$ cat src/rtl/uart_tx_port_pkg.sv
// Shared definitions for the UART transmit port: FSM encoding, status layout and CPU addresses.
package uart_tx_port_pkg;

   typedef enum logic [1:0] {
      ST_IDLE  = 2'd0,
      ST_START = 2'd1,
      ST_DATA  = 2'd2,
      ST_STOP  = 2'd3
   } tx_state_e;

   localparam int unsigned DATA_W       = 8;
   localparam int unsigned BIT_IDX_W    = 3;

   localparam int unsigned STAT_READY   = 0;
   localparam int unsigned STAT_BUSY    = 1;
   localparam int unsigned STAT_OVF     = 2;
   localparam int unsigned STAT_CNT_LSB = 4;
   localparam int unsigned STAT_CNT_W   = 3;

   localparam logic [15:0] UART_CHK = 16'h00fa;
   localparam logic [15:0] UART_DAT = 16'h00f9;

   // Assemble the CPU-visible status word; unused bits read as zero.
   function automatic logic [15:0] pack_status(input logic                  ready,
                                               input logic                  busy,
                                               input logic                  ovf,
                                               input logic [STAT_CNT_W-1:0] cnt);
      logic [15:0] s;
      s                             = '0;
      s[STAT_READY]                 = ready;
      s[STAT_BUSY]                  = busy;
      s[STAT_OVF]                   = ovf;
      s[STAT_CNT_LSB +: STAT_CNT_W] = cnt;
      return s;
   endfunction

endpackage

$ cat src/rtl/uart_fifo.sv
// Byte FIFO for the UART transmitter; pushes into a full FIFO are ignored even alongside a pop.
module uart_fifo
   import uart_tx_port_pkg::*;
#(
   parameter int unsigned DEPTH = 4,
   parameter int unsigned CNT_W = $clog2(DEPTH) + 1
) (
   input  logic              clk,
   input  logic              rst_n,
   input  logic              push,
   input  logic              pop,
   input  logic [DATA_W-1:0] din,
   output logic [DATA_W-1:0] dout,
   output logic [CNT_W-1:0]  count,
   output logic              full,
   output logic              empty
);

   localparam int unsigned PTR_W = $clog2(DEPTH);

   logic [DATA_W-1:0] mem [DEPTH];
   logic [PTR_W-1:0]  wr_ptr_q;
   logic [PTR_W-1:0]  rd_ptr_q;
   logic [CNT_W-1:0]  count_q;
   logic              do_push;
   logic              do_pop;

   assign full    = (count_q == CNT_W'(DEPTH));
   assign empty   = (count_q == '0);
   assign do_push = push && !full;
   assign do_pop  = pop && !empty;
   assign dout    = mem[rd_ptr_q];
   assign count   = count_q;

   // Storage needs no reset; only pointers and count define validity.
   always_ff @(posedge clk) begin
      if (do_push) begin
         mem[wr_ptr_q] <= din;
      end
   end

   // Pointers wrap naturally since DEPTH is a power of two.
   always_ff @(posedge clk or negedge rst_n) begin
      if (!rst_n) begin
         wr_ptr_q <= '0;
         rd_ptr_q <= '0;
         count_q  <= '0;
      end else begin
         if (do_push) begin
            wr_ptr_q <= wr_ptr_q + PTR_W'(1);
         end
         if (do_pop) begin
            rd_ptr_q <= rd_ptr_q + PTR_W'(1);
         end
         case ({do_push, do_pop})
            2'b10:   count_q <= count_q + CNT_W'(1);
            2'b01:   count_q <= count_q - CNT_W'(1);
            default: count_q <= count_q;
         endcase
      end
   end

endmodule

$ cat src/rtl/uart_tx_port.sv
// Buffered 8N1 UART transmitter with CPU status word and sticky overflow flag.
module uart_tx_port
   import uart_tx_port_pkg::*;
#(
   parameter int unsigned CLKS_PER_BIT = 5208,
   parameter int unsigned DEPTH        = 4
) (
   input  logic              clk,
   input  logic              rst_n,
   input  logic              wr,
   input  logic [DATA_W-1:0] datain,
   input  logic              clr_ovf,
   output logic [15:0]       status,
   output logic              tx
);

   localparam int unsigned CNT_W     = $clog2(DEPTH) + 1;
   localparam int unsigned BAUD_W    = (CLKS_PER_BIT > 1) ? $clog2(CLKS_PER_BIT) : 1;
   localparam logic [BAUD_W-1:0] BAUD_LAST = BAUD_W'(CLKS_PER_BIT - 1);

   tx_state_e             state_q;
   tx_state_e             state_d;
   logic [BAUD_W-1:0]     baud_q;
   logic [BAUD_W-1:0]     baud_d;
   logic [BIT_IDX_W-1:0]  bit_q;
   logic [BIT_IDX_W-1:0]  bit_d;
   logic [DATA_W-1:0]     shift_q;
   logic [DATA_W-1:0]     shift_d;
   logic                  tx_q;
   logic                  tx_d;
   logic                  ovf_q;
   logic                  ovf_d;
   logic                  pop;
   logic                  baud_last;
   logic [DATA_W-1:0]     fifo_dout;
   logic [CNT_W-1:0]      fifo_count;
   logic                  fifo_full;
   logic                  fifo_empty;

   uart_fifo #(
      .DEPTH (DEPTH)
   ) u_fifo (
      .clk   (clk),
      .rst_n (rst_n),
      .push  (wr),
      .pop   (pop),
      .din   (datain),
      .dout  (fifo_dout),
      .count (fifo_count),
      .full  (fifo_full),
      .empty (fifo_empty)
   );

   assign baud_last = (baud_q == BAUD_LAST);

   // State register.
   always_ff @(posedge clk or negedge rst_n) begin
      if (!rst_n) begin
         state_q <= ST_IDLE;
      end else begin
         state_q <= state_d;
      end
   end

   // Next-state logic.
   always_comb begin
      state_d = state_q;
      case (state_q)
         ST_IDLE:  if (!fifo_empty)                         state_d = ST_START;
         ST_START: if (baud_last)                           state_d = ST_DATA;
         ST_DATA:  if (baud_last && (bit_q == 3'd7))        state_d = ST_STOP;
         ST_STOP:  if (baud_last)                           state_d = ST_IDLE;
         default:                                           state_d = ST_IDLE;
      endcase
   end

   // Datapath and output next values; tx is computed from the upcoming state so it registers in step.
   always_comb begin
      pop     = 1'b0;
      baud_d  = baud_q;
      bit_d   = bit_q;
      shift_d = shift_q;
      tx_d    = 1'b1;
      ovf_d   = ovf_q;

      case (state_q)
         ST_IDLE: begin
            if (!fifo_empty) begin
               pop     = 1'b1;
               shift_d = fifo_dout;
               baud_d  = '0;
               bit_d   = '0;
            end
         end
         ST_DATA: begin
            baud_d = baud_last ? '0 : baud_q + BAUD_W'(1);
            if (baud_last) begin
               shift_d = shift_q >> 1;
               bit_d   = bit_q + BIT_IDX_W'(1);
            end
         end
         default: begin
            baud_d = baud_last ? '0 : baud_q + BAUD_W'(1);
         end
      endcase

      case (state_d)
         ST_START: tx_d = 1'b0;
         ST_DATA:  tx_d = shift_d[0];
         default:  tx_d = 1'b1;
      endcase

      // An overflowing write wins over a simultaneous clear.
      if (wr && fifo_full) begin
         ovf_d = 1'b1;
      end else if (clr_ovf) begin
         ovf_d = 1'b0;
      end
   end

   always_ff @(posedge clk or negedge rst_n) begin
      if (!rst_n) begin
         baud_q  <= '0;
         bit_q   <= '0;
         shift_q <= '0;
         tx_q    <= 1'b1;
         ovf_q   <= 1'b0;
      end else begin
         baud_q  <= baud_d;
         bit_q   <= bit_d;
         shift_q <= shift_d;
         tx_q    <= tx_d;
         ovf_q   <= ovf_d;
      end
   end

   assign tx     = tx_q;
   assign status = pack_status(!fifo_full,
                               (state_q != ST_IDLE) || !fifo_empty,
                               ovf_q,
                               STAT_CNT_W'(fifo_count));

endmodule

$ cat config.mk
export PLATFORM = sky130hd
export DESIGN_NAME = uart_tx_port
export DESIGN_NICKNAME = d
export VERILOG_FILES = /design/src/rtl/uart_tx_port_pkg.sv /design/src/rtl/uart_fifo.sv /design/src/rtl/uart_tx_port.sv
export SDC_FILE = /design/constraint.sdc
export NUM_CORES = 1
export LEC_CHECK = 0
export BUFFER_PORTS_ARGS = -buffer_cell sky130_fd_sc_hd__buf_2
export CORE_MARGIN = 1.5
export CORE_UTILIZATION = 53
export CTS_CLUSTER_DIAMETER = 50
export DETAILED_ROUTE_END_ITERATION = 10
export GPL_TIMING_DRIVEN = 0
export PLACE_DENSITY = 0.75
export SYNTH_ARGS = -nofsm -noshare
export SYNTH_HDL_FRONTEND = slang
export SYNTH_SLANG_ARGS = --single-unit
$ cat constraint.sdc
create_clock -name clk -period 2.3 [get_ports clk]
set_clock_uncertainty 0.2 [all_clocks]
set_input_delay 0.345 -clock clk [delete_from_list [all_inputs] [get_ports clk]]
set_output_delay 0.345 -clock clk [all_outputs]
set_load 0.03 [all_outputs]
==> run summary <==
Lkg Pwr = 1.582 nW
Top FF cell, synth = dfrtp_1
Ports = 29
Die Footprint = 6340 um2
# setup viols final = 0
Worst reg2reg path depth = 10
Register area share after synthesis = 0.5907
Synth warn = 0
Clock root buffer = clkbuf_8
VDD IR max = 0.7689 mV
Worst reg2reg setup slack = 0.04 ns
Fillers = 409
Worst EP arrival = 2.33 ns
Fin crit share = 0.9811
Skew-Pair Late Insertion Delay = 0.35 ns
Vias in the first global route = 1871
Relative slew slack = 0.4495
Fin. max-slew vios = 0
Die X = 79.63 um
Initial antenna violation count = 0
Status = finished, final reports clean
Fin worst setup slack = 0.04351 ns
Die height = 79.63 um
Post-DP HPWL = 3612 um
Most common cell after layout, fill and taps aside = edfxtp_1
FF-to-FF Start = state_q[0]$_DFF_PN0_
Worst Setup SP = state_q[0]$_DFF_PN0_
Routed len/inst = 15.26 um
Layout area overhead = 16.61%
DR vias/cell = 5.472
Critical setup path kind = reg -> reg
Max Clk Rate = 443.2 MHz
Clock buffer depth = 2
Initial Util = 0.5582
Syn avg cell area = 12.86 um2
Post-layout util = 0.6510
H-Tree Depth = 3
Worst hold path startpoint = datain[7]
Worst Setup Start Kind = flop
Hold Path Stages = 1
Post-route cell area = 3628 um2
Pwr per Cell Area = 831.3 nW/um2
Post-place setup slack = -0.3836 ns
Rows = 27
Placed cell areas = 3333 um2
# clock sinks = 67
Mapped Cells = 242
Min Clock Period, post-route = 2.256 ns
Most frequent cells in the layout = edfxtp_1, dfrtp_1, nand2_1
Synthesized area = 3112 um2
CTS tree = yes
WL final = 5524 um
EDFF count, synth = 32
CP Max Fanout = 5
CP Capture Type = flop
1st-pass router iterations = 4
Largest net degree at the start of global routing = 36
Core area = 5574 um2
Synthesized flop and latch total = 67
GR Util All Layers = 0.1931
Antenna viol nets, final = 0
Final Hold Vio Count = 0
Worst slew pin tran = 0.8258 ns
Input/output buffers = 18
Yosys cell types = 50
Worst Hold End = u_fifo.mem[0][7]$_DFFE_PP_
FF-to-FF End = u_fifo.count[2]$_DFFE_PN0P_
Nets@finish = 306
Antenna diodes = 0
CTS Buf Count = 9
HP Class = in -> reg
Gpl congestion = 0.8172
DR iter-0 viols = 128
Post-route DRC violation count = 0
Total global routing overflow = 0
Routed vias = 1981
First-pass GRT wire length = 8866 um
Share of cells above drive strength 1 = 0.2966
CTS clk-pin slew, worst paths = 0.08 ns
TNS Setup = 0 ns
Max cap viols = 0
Async SR Flop Fraction = 0.5224
CP required = 2.37 ns
Hold Slack = 0.008063 ns
-- cell usage after synthesis, types with 3 or more instances --
cell type  count  area share
nor2_1        14       0.017
nand2_1       28       0.034
inv_1         13       0.016
xnor2_1        8       0.023
edfxtp_1      32        0.31
mux4_2         8       0.058
buf_2          3      0.0048
nand4_1        5       0.010
and3_1         5       0.010
clkbuf_1       3      0.0036
a22oi_1        6       0.014
o31ai_1        3      0.0072
buf_4         11       0.027
ha_1           8       0.032
a31oi_1        3      0.0060
o21ai_0       18       0.029
nand3_1        4      0.0064
dfrtp_1       34        0.27
-- critical path, cell delays in order (launching register included) --
cell and delay, ns:
dfrtp_2 0.44, nor2_4 0.19, nand2b_4 0.10, inv_1 0.10, buf_6 0.11, ha_2 0.18, inv_1 0.06, fa_1 0.39
xor2_1 0.16, nor2_1 0.11, xor2_1 0.15
-- how the worst max path moves through the flow --
stage / endpoint / cells after the start
global route: u_fifo.count[2]$_DFFE_PN0P_ / 10
floorplan: u_fifo.count[2]$_DFFE_PN0P_ / 10
finish: u_fifo.count[2]$_DFFE_PN0P_ / 10
global placement: u_fifo.count[2]$_DFFE_PN0P_ / 10
CTS: u_fifo.count[2]$_DFFE_PN0P_ / 10
detailed placement: u_fifo.count[2]$_DFFE_PN0P_ / 10
-- where the power goes --
group,internal [W],leakage [nW],switching (W)
registers,0.00144,0.723,0.0000916
logic,0.000192,0.757,0.000318
clock network,0.000508,0.102,0.000465
-- flip-flops by register name, summed over array words and instances, names as in the netlist --
register         count
bit_q                3
shift_q              8
state_q              2
baud_q              13
tx                   1
u_fifo.rd_ptr_q      2
ovf_q                1
u_fifo.mem          32
u_fifo.count         3
u_fifo.wr_ptr_q      2
-- layer usage --
layer,part of all wire,global-route usage,up-vias
met1,0.45,0.2425,970
met2,0.50,0.3144,48
li1,-,-,953
met3,0.038,0.04800,10
met4,0.019,0.08947,0
met5,0,0,-
-- final cells by class --
cell class	count	area (um2)	share of cell area
inverters	13	48.80	0.01345
repair buffers	24	140.1	0.03862
flip-flops and latches	67	1844	0.5083
well taps	72	90.09	0.02483
plain buffers	16	112.6	0.03103
clock buffers	9	123.9	0.03414
clock inverters	7	73.82	0.02034
multi-input cells	154	1195	0.3293
-- cell families (layout without fill, tap and decap cells) --
| family | count (synthesis) | in the layout | share of synthesized area |
|---|---|---|---|
| buffers and inverters | 30 | 69 | 0.05066 |
| adders and majority gates | 9 | 9 | 0.03860 |
| other | 1 | 10 | 0.001205 |
| DFF | 67 | 67 | 0.5907 |
| xor gates and xnor gates | 10 | 10 | 0.02815 |
| and+or+nand+nor | 74 | 74 | 0.1399 |
| muxes | 12 | 12 | 0.07157 |
| AOI/OAI and AO/OA | 39 | 39 | 0.07922 |
-- stage by stage --
step / instances / power, W
floorplan: 251 / 0.001891
global route: 362 / 0.003145
finish: 362 / 0.003016
CTS: 358 / 0.003028
global placement: 341 / 0.002020
detailed placement: 341 / 0.002054
-- repair_timing --
item	4_1_cts	5_1_grt
hold endpoints to repair	35	0
setup endpoints to repair	3	6
resized for setup	5	10
gates cloned	0	0
setup buffers	0	4
pin swaps	0	1
hold buffers	2	0
(Power assumes the default switching activity.)
